===== config.mk =====
export PLATFORM = sky130hd
export DESIGN_NAME = timer
export DESIGN_NICKNAME = d
export VERILOG_FILES = /design/src/rtl/gb_timer_pkg.sv /design/src/rtl/timer_tick.sv /design/src/rtl/timer.sv
export SDC_FILE = /design/constraint.sdc
export NUM_CORES = 1
export LEC_CHECK = 0
export BUFFER_PORTS_ARGS = -buffer_cell sky130_fd_sc_hd__clkbuf_2
export CAP_MARGIN = 20
export CELL_PAD_IN_SITES_DETAIL_PLACEMENT = 0
export CELL_PAD_IN_SITES_GLOBAL_PLACEMENT = 1
export CORE_MARGIN = 3
export CORE_UTILIZATION = 45
export CTS_BUF_LIST = sky130_fd_sc_hd__clkbuf_8
export CTS_CLUSTER_DIAMETER = 120
export DETAILED_ROUTE_END_ITERATION = 10
export HOLD_SLACK_MARGIN = 0.05
export PLACE_DENSITY_LB_ADDON = 0.15
export SKIP_LAST_GASP = 1
export SLEW_MARGIN = 40
export SYNTH_ARGS = -nofsm -noshare
export SYNTH_HDL_FRONTEND = slang
export SYNTH_HIERARCHICAL = 1
export SYNTH_SLANG_ARGS = --single-unit

===== constraint.sdc =====
create_clock -name clk -period 3.88 [get_ports clk]
set_clock_uncertainty 0.2 [all_clocks]
set_input_delay 0.388 -clock clk [delete_from_list [all_inputs] [get_ports clk]]
set_output_delay 0.388 -clock clk [all_outputs]
set_load 0.01 [all_outputs]

===== src/rtl/gb_timer_pkg.sv =====
// Shared constants and types for the DIV/TIMA/TMA/TAC timer.
// Consumed by timer (top) and its tick sub-module.
package gb_timer_pkg;

  localparam logic [1:0] OFF_DIV  = 2'd0;
  localparam logic [1:0] OFF_TIMA = 2'd1;
  localparam logic [1:0] OFF_TMA  = 2'd2;
  localparam logic [1:0] OFF_TAC  = 2'd3;

  // Divider bit watched for each TAC[1:0] setting, indexed by TAC[1:0].
  localparam logic [3:0][3:0] TAP_BIT = {4'd7, 4'd5, 4'd3, 4'd9};

  localparam int OVF_DELAY = 4;

  typedef enum logic [1:0] {
    RUN,
    OVF,
    RELOAD
  } state_t;

  function automatic logic [7:0] tac_rd(input logic [2:0] tac);
    return {5'b11111, tac};
  endfunction

endpackage


===== src/rtl/timer_tick.sv =====
// Tap mux and falling-edge detector producing the TIMA increment tick.
// A drop caused by a DIV reset or TAC rewrite counts as an edge too.
module timer_tick (
  input  logic       clk,
  input  logic       rst,
  input  logic [3:0] taps,
  input  logic [2:0] tac,
  output logic       tick
);

  logic sig;
  logic prev;

  assign sig  = taps[tac[1:0]] & tac[2];
  assign tick = prev & ~sig;

  always_ff @(posedge clk or negedge rst) begin
    if (!rst) begin
      prev <= 1'b0;
    end else begin
      prev <= sig;
    end
  end

endmodule


===== src/rtl/timer.sv =====
// DIV/TIMA/TMA/TAC timer with TMA reload and interrupt request.
// Define TIMER_OVF_DELAY_EN for the 4-cycle delayed reload on overflow.
module timer #(
  parameter logic [15:0] BASE_ADDR = 16'hFF04,
  parameter logic [15:0] CNT_RESET = 16'h0000
) (
  input  logic        clk,
  input  logic        rst,
  input  logic [15:0] a,
  input  logic [7:0]  din,
  output logic [7:0]  dout,
  input  logic        rd,
  input  logic        wr,
  output logic        int_tim_req
);
  import gb_timer_pkg::*;

  logic [15:0] off;
  logic        hit;
  logic [1:0]  sel;
  logic        we_div;
  logic        we_tima;
  logic        we_tma;
  logic        we_tac;

  logic [15:0] div_cnt;
  logic [2:0]  tac;
  logic [7:0]  tma;
  logic [7:0]  tima;
  logic [7:0]  tima_n;
  state_t      state;
  state_t      state_n;
  logic [3:0]  taps;
  logic        tick;
  logic        unused_rd;

`ifdef TIMER_OVF_DELAY_EN
  logic [1:0]  ovf_cnt;
  logic [1:0]  ovf_cnt_n;
`endif

  // Reads have no side effects, so the strobe is not needed.
  assign unused_rd = rd;

  assign off     = a - BASE_ADDR;
  assign hit     = (off[15:2] == 14'd0);
  assign sel     = off[1:0];
  assign we_div  = wr & hit & (sel == OFF_DIV);
  assign we_tima = wr & hit & (sel == OFF_TIMA);
  assign we_tma  = wr & hit & (sel == OFF_TMA);
  assign we_tac  = wr & hit & (sel == OFF_TAC);

  always_comb begin
    taps = 4'd0;
    for (int i = 0; i < 4; i++) begin
      taps[i] = div_cnt[TAP_BIT[i]];
    end
  end

  timer_tick u_tick (
    .clk  (clk),
    .rst  (rst),
    .taps (taps),
    .tac  (tac),
    .tick (tick)
  );

  always_comb begin
    state_n = state;
    tima_n  = tima;
`ifdef TIMER_OVF_DELAY_EN
    ovf_cnt_n = ovf_cnt;
`endif
    unique case (state)
      RUN: begin
        if (we_tima) begin
          tima_n = din;
        end else if (tick) begin
          if (tima == 8'hFF) begin
`ifdef TIMER_OVF_DELAY_EN
            tima_n    = 8'h00;
            ovf_cnt_n = 2'd0;
            state_n   = OVF;
`else
            tima_n  = tma;
            state_n = RELOAD;
`endif
          end else begin
            tima_n = tima + 8'd1;
          end
        end
      end
`ifdef TIMER_OVF_DELAY_EN
      OVF: begin
        if (we_tima) begin
          tima_n  = din;
          state_n = RUN;
        end else if (ovf_cnt == 2'(OVF_DELAY - 1)) begin
          tima_n  = we_tma ? din : tma;
          state_n = RELOAD;
        end else begin
          ovf_cnt_n = ovf_cnt + 2'd1;
        end
      end
`endif
      RELOAD: begin
        // TIMA writes lose to the reload; a TMA write lands in TIMA too.
        state_n = RUN;
        if (we_tma) begin
          tima_n = din;
        end
      end
      default: begin
        state_n = RUN;
      end
    endcase
  end

  always_ff @(posedge clk or negedge rst) begin
    if (!rst) begin
      div_cnt <= CNT_RESET;
      tac     <= 3'd0;
      tma     <= 8'h00;
      tima    <= 8'h00;
      state   <= RUN;
    end else begin
      div_cnt <= we_div ? 16'h0000 : div_cnt + 16'd1;
      if (we_tac) begin
        tac <= din[2:0];
      end
      if (we_tma) begin
        tma <= din;
      end
      tima  <= tima_n;
      state <= state_n;
    end
  end

`ifdef TIMER_OVF_DELAY_EN
  always_ff @(posedge clk or negedge rst) begin
    if (!rst) begin
      ovf_cnt <= 2'd0;
    end else begin
      ovf_cnt <= ovf_cnt_n;
    end
  end
`endif

  assign int_tim_req = (state == RELOAD);

  always_comb begin
    dout = 8'hFF;
    if (hit) begin
      unique case (sel)
        OFF_DIV:  dout = div_cnt[15:8];
        OFF_TIMA: dout = tima;
        OFF_TMA:  dout = tma;
        OFF_TAC:  dout = tac_rd(tac);
        default:  dout = 8'hFF;
      endcase
    end
  end

endmodule


==> results.toml <==
[outcome]
outcome = "complete, no violations"

[logic_synthesis]
synth_compound_area_share_pct = 7.56
synthSimpleGateAreaFrac_pct = 27.0
syn_area_per_cell_sq_um = 9.87
ys_top_cells_by_area = "dfrtp_1 (41%), mux2_2 (9.0%), nor2_1 (4.7%)"
synth_common_cells = "dfrtp_1 (37), nor2_1 (28), nand2_1 (20)"
synth_nets = 258
synth.most_common_cell = "dfrtp_1"
synth_fa_ha_area_share_pct = 1.11
synth_top_family_by_area = "simple AND/OR/NAND/NOR gates"
yosysSeqAreaShare_pct = 41.1
ys_types = 44
ys_ff_latch = 37
synth_edf_count = 0
synth_xor_area_share_pct = 6.23
synth_top_area_share_pct = 41.1
synth_area_leader_cell = "dfrtp_1"
synth_ff_type = "dfrtp_1"
synth_warnings = 6
synthCells = 228
async_flop_share_pct = 100
syn_area_sq_um = 2250
synthMuxAreaShare_pct = 15.2

[cts]
cts_tree = "built"
cts.path.max_buffers = 2
clk_pin_slew_worst_paths_ns = 0.08
cts_max_level = 2
cts_made_buffers = 5
post_cts_buffers = 0
cts.sinks = 37
cts-root-buf = "clkbuf_8"
clock_latency_ns = 0.29

[sta]
tns_ns = 0
rsz0062_at_grt = "false"
final_max_slew_viol_count = 0
finalHoldViolations = 0
fin_crit_ns = 2.68
worst_slew_pin_slew_ns = 0.825
fmax_mhz = 373
layout_worst_path_cycle_share_pct = 69.1
maxSlewHeadroom_pct = 44.9
setup_violations = 0

[floorplan]
die_w_um = 76.7
num_io_pins = 37
coreArea_sq_um = 4790
die_h_um = 76.7
rows = 25
initial_utilization_pct = 47.0
dieArea_sq_um = 5890

[critical_path]
endpoint_kind = "output port"
crit_family = "simple AND/OR/NAND/NOR gates"
cpMostUsedCell = "clkbuf_2"
cpPeakStageDelay_ns = 0.74
start_kind = "primary input"
crit_required_ns = 3.29
crit_buf_inv = 2
path_max_fanout = 9
worstPathCellList = "clkbuf_2, nor4_1, a2bb2o_1, nor4b_2, nand2b_1, clkbuf_2"
crit_type = "primary input to output port"
cpMaxStageDelayCell = "nor4b_2"
arrival_ns = 2.09
rrSetupSlack_ns = 1.42

[min_path]
hp-class = "primary input to register"

[grt]
globalRouteOverflowTotal = 0
grt_pass1_vias = 1769
track_usage_pct = 19.0
grt_pass1_wl_um = 8850
grt_max_degree = 38
antenna_found_initial = 0

[route]
wirelength_um = 5170
drt_drc_violations_left = 0
avgRoutedWirePerCell_um = 15.5
antenna_left = 0
first_pass_iters = 4
vias = 1855
drtIter0Drc = 129
viasPerCell = 5.57

[place]
io_buffers = 35
dpl-instance-area_sq_um = 2480
dp_cells = 323
place_congestion = 0.802
place_hpwl_um = 3740

[run]
drv_cap = 0

[power]
power_density_nw_per_um2 = 314
finalPower_w = 0.000823
p_leak_nw = 1.20
peakVddDrop_mv = 0.229

[finish]
final_nets = 295
drive_gt1_share_pct = 27.8
area.growth.synth_to_final_pct = 16.3
final_area_sq_um = 2620
diodes = 0
final_cell_count_no_fill = 333
postLayoutCoreUtil_pct = 54.7
==> worst reg2reg max path, stage by stage (launching register included) <==
cell,delay (ns)
dfrtp_1,0.44
mux4_2,0.49
a21boi_1,0.38
nand2_1,0.24
a21oi_1,0.38
o21ai_0,0.17
nand3_1,0.10
==> report_power, final <==
| group | leakage (nW) | switching (W) | internal (W) |
|---|---|---|---|
| registers | 0.498 | 0.0000110 | 0.000396 |
| logic | 0.640 | 0.0000358 | 0.0000287 |
| clock network | 0.0574 | 0.000142 | 0.000209 |
==> logic make-up after synthesis <==
kind of cell | after synthesis
AOI/OAI and AO/OA | 27
xor gates and xnor gates | 16
adders and majority gates | 2
buffers and inverters | 9
DFF | 37
muxes | 27
and+or+nand+nor | 110
==> cells in the final DEF (no fill, tap or decap), types with 5 or more instances in the layout <==
master    count
xnor2_1       5
nor2_1       28
nand4_1       8
clkbuf_2     34
nand3_1       9
a21oi_1       6
dfrtp_1      37
mux2i_1       5
clkbuf_8      6
nand2_1      20
nor3_1       12
mux2_2       18
o22ai_1       7
nand2b_1      7
xor2_1       11
==> registers in the layout, indices dropped and copies added (netlist names) <==
name / count
tma: 8
div_cnt: 16
tima: 8
state: 1
u_tick/prev: 1
tac: 3
==> layer usage <==
layer,global-route usage (%),routed length (um),up-vias
li1,-,-,906
met1,25.1,2370,899
met2,31.8,2520,45
met3,3.64,229,5
met4,5.25,51,0
met5,0,0,-
==> final timing paths <==
path,startpoint,to,cells past startpoint
min in group asynchronous,rst,tma[5],2
max,a[2],dout[0],6
min reg2reg,div_cnt[0],div_cnt[0],1
max reg2reg,div_cnt[9],tima[7],6
min,din[7],tima[7],3
max in group asynchronous,rst,div_cnt[11],2
==> area by class of cell <==
class / instances / area, sq um
repair buffers: 37 / 195
flip-flops and latches: 37 / 926
clock inverters: 2 / 37.5
inverters: 2 / 7.51
fillers: 445 / 2170
well taps: 67 / 83.8
multi-input cells: 182 / 1290
clock buffers: 6 / 82.6
==> stage by stage <==
| step | hold slack (ns) | setup slack [ns] |
|---|---|---|
| 2_1_floorplan | -0.108 | 1.61 |
| 3_3_place_gp | 0.319 | 1.18 |
| 3_5_place_dp | 0.229 | 1.15 |
| 4_1_cts | 0.121 | 1.16 |
| 5_1_grt | 0.129 | 0.992 |
| 6_report | 0.125 | 1.20 |
==> what timing repair did <==
action	in CTS	in global routing
endpoints found under the hold margin	37	0
resized for setup	0	0
hold buffers	1	0
(Power assumes the default switching activity.)
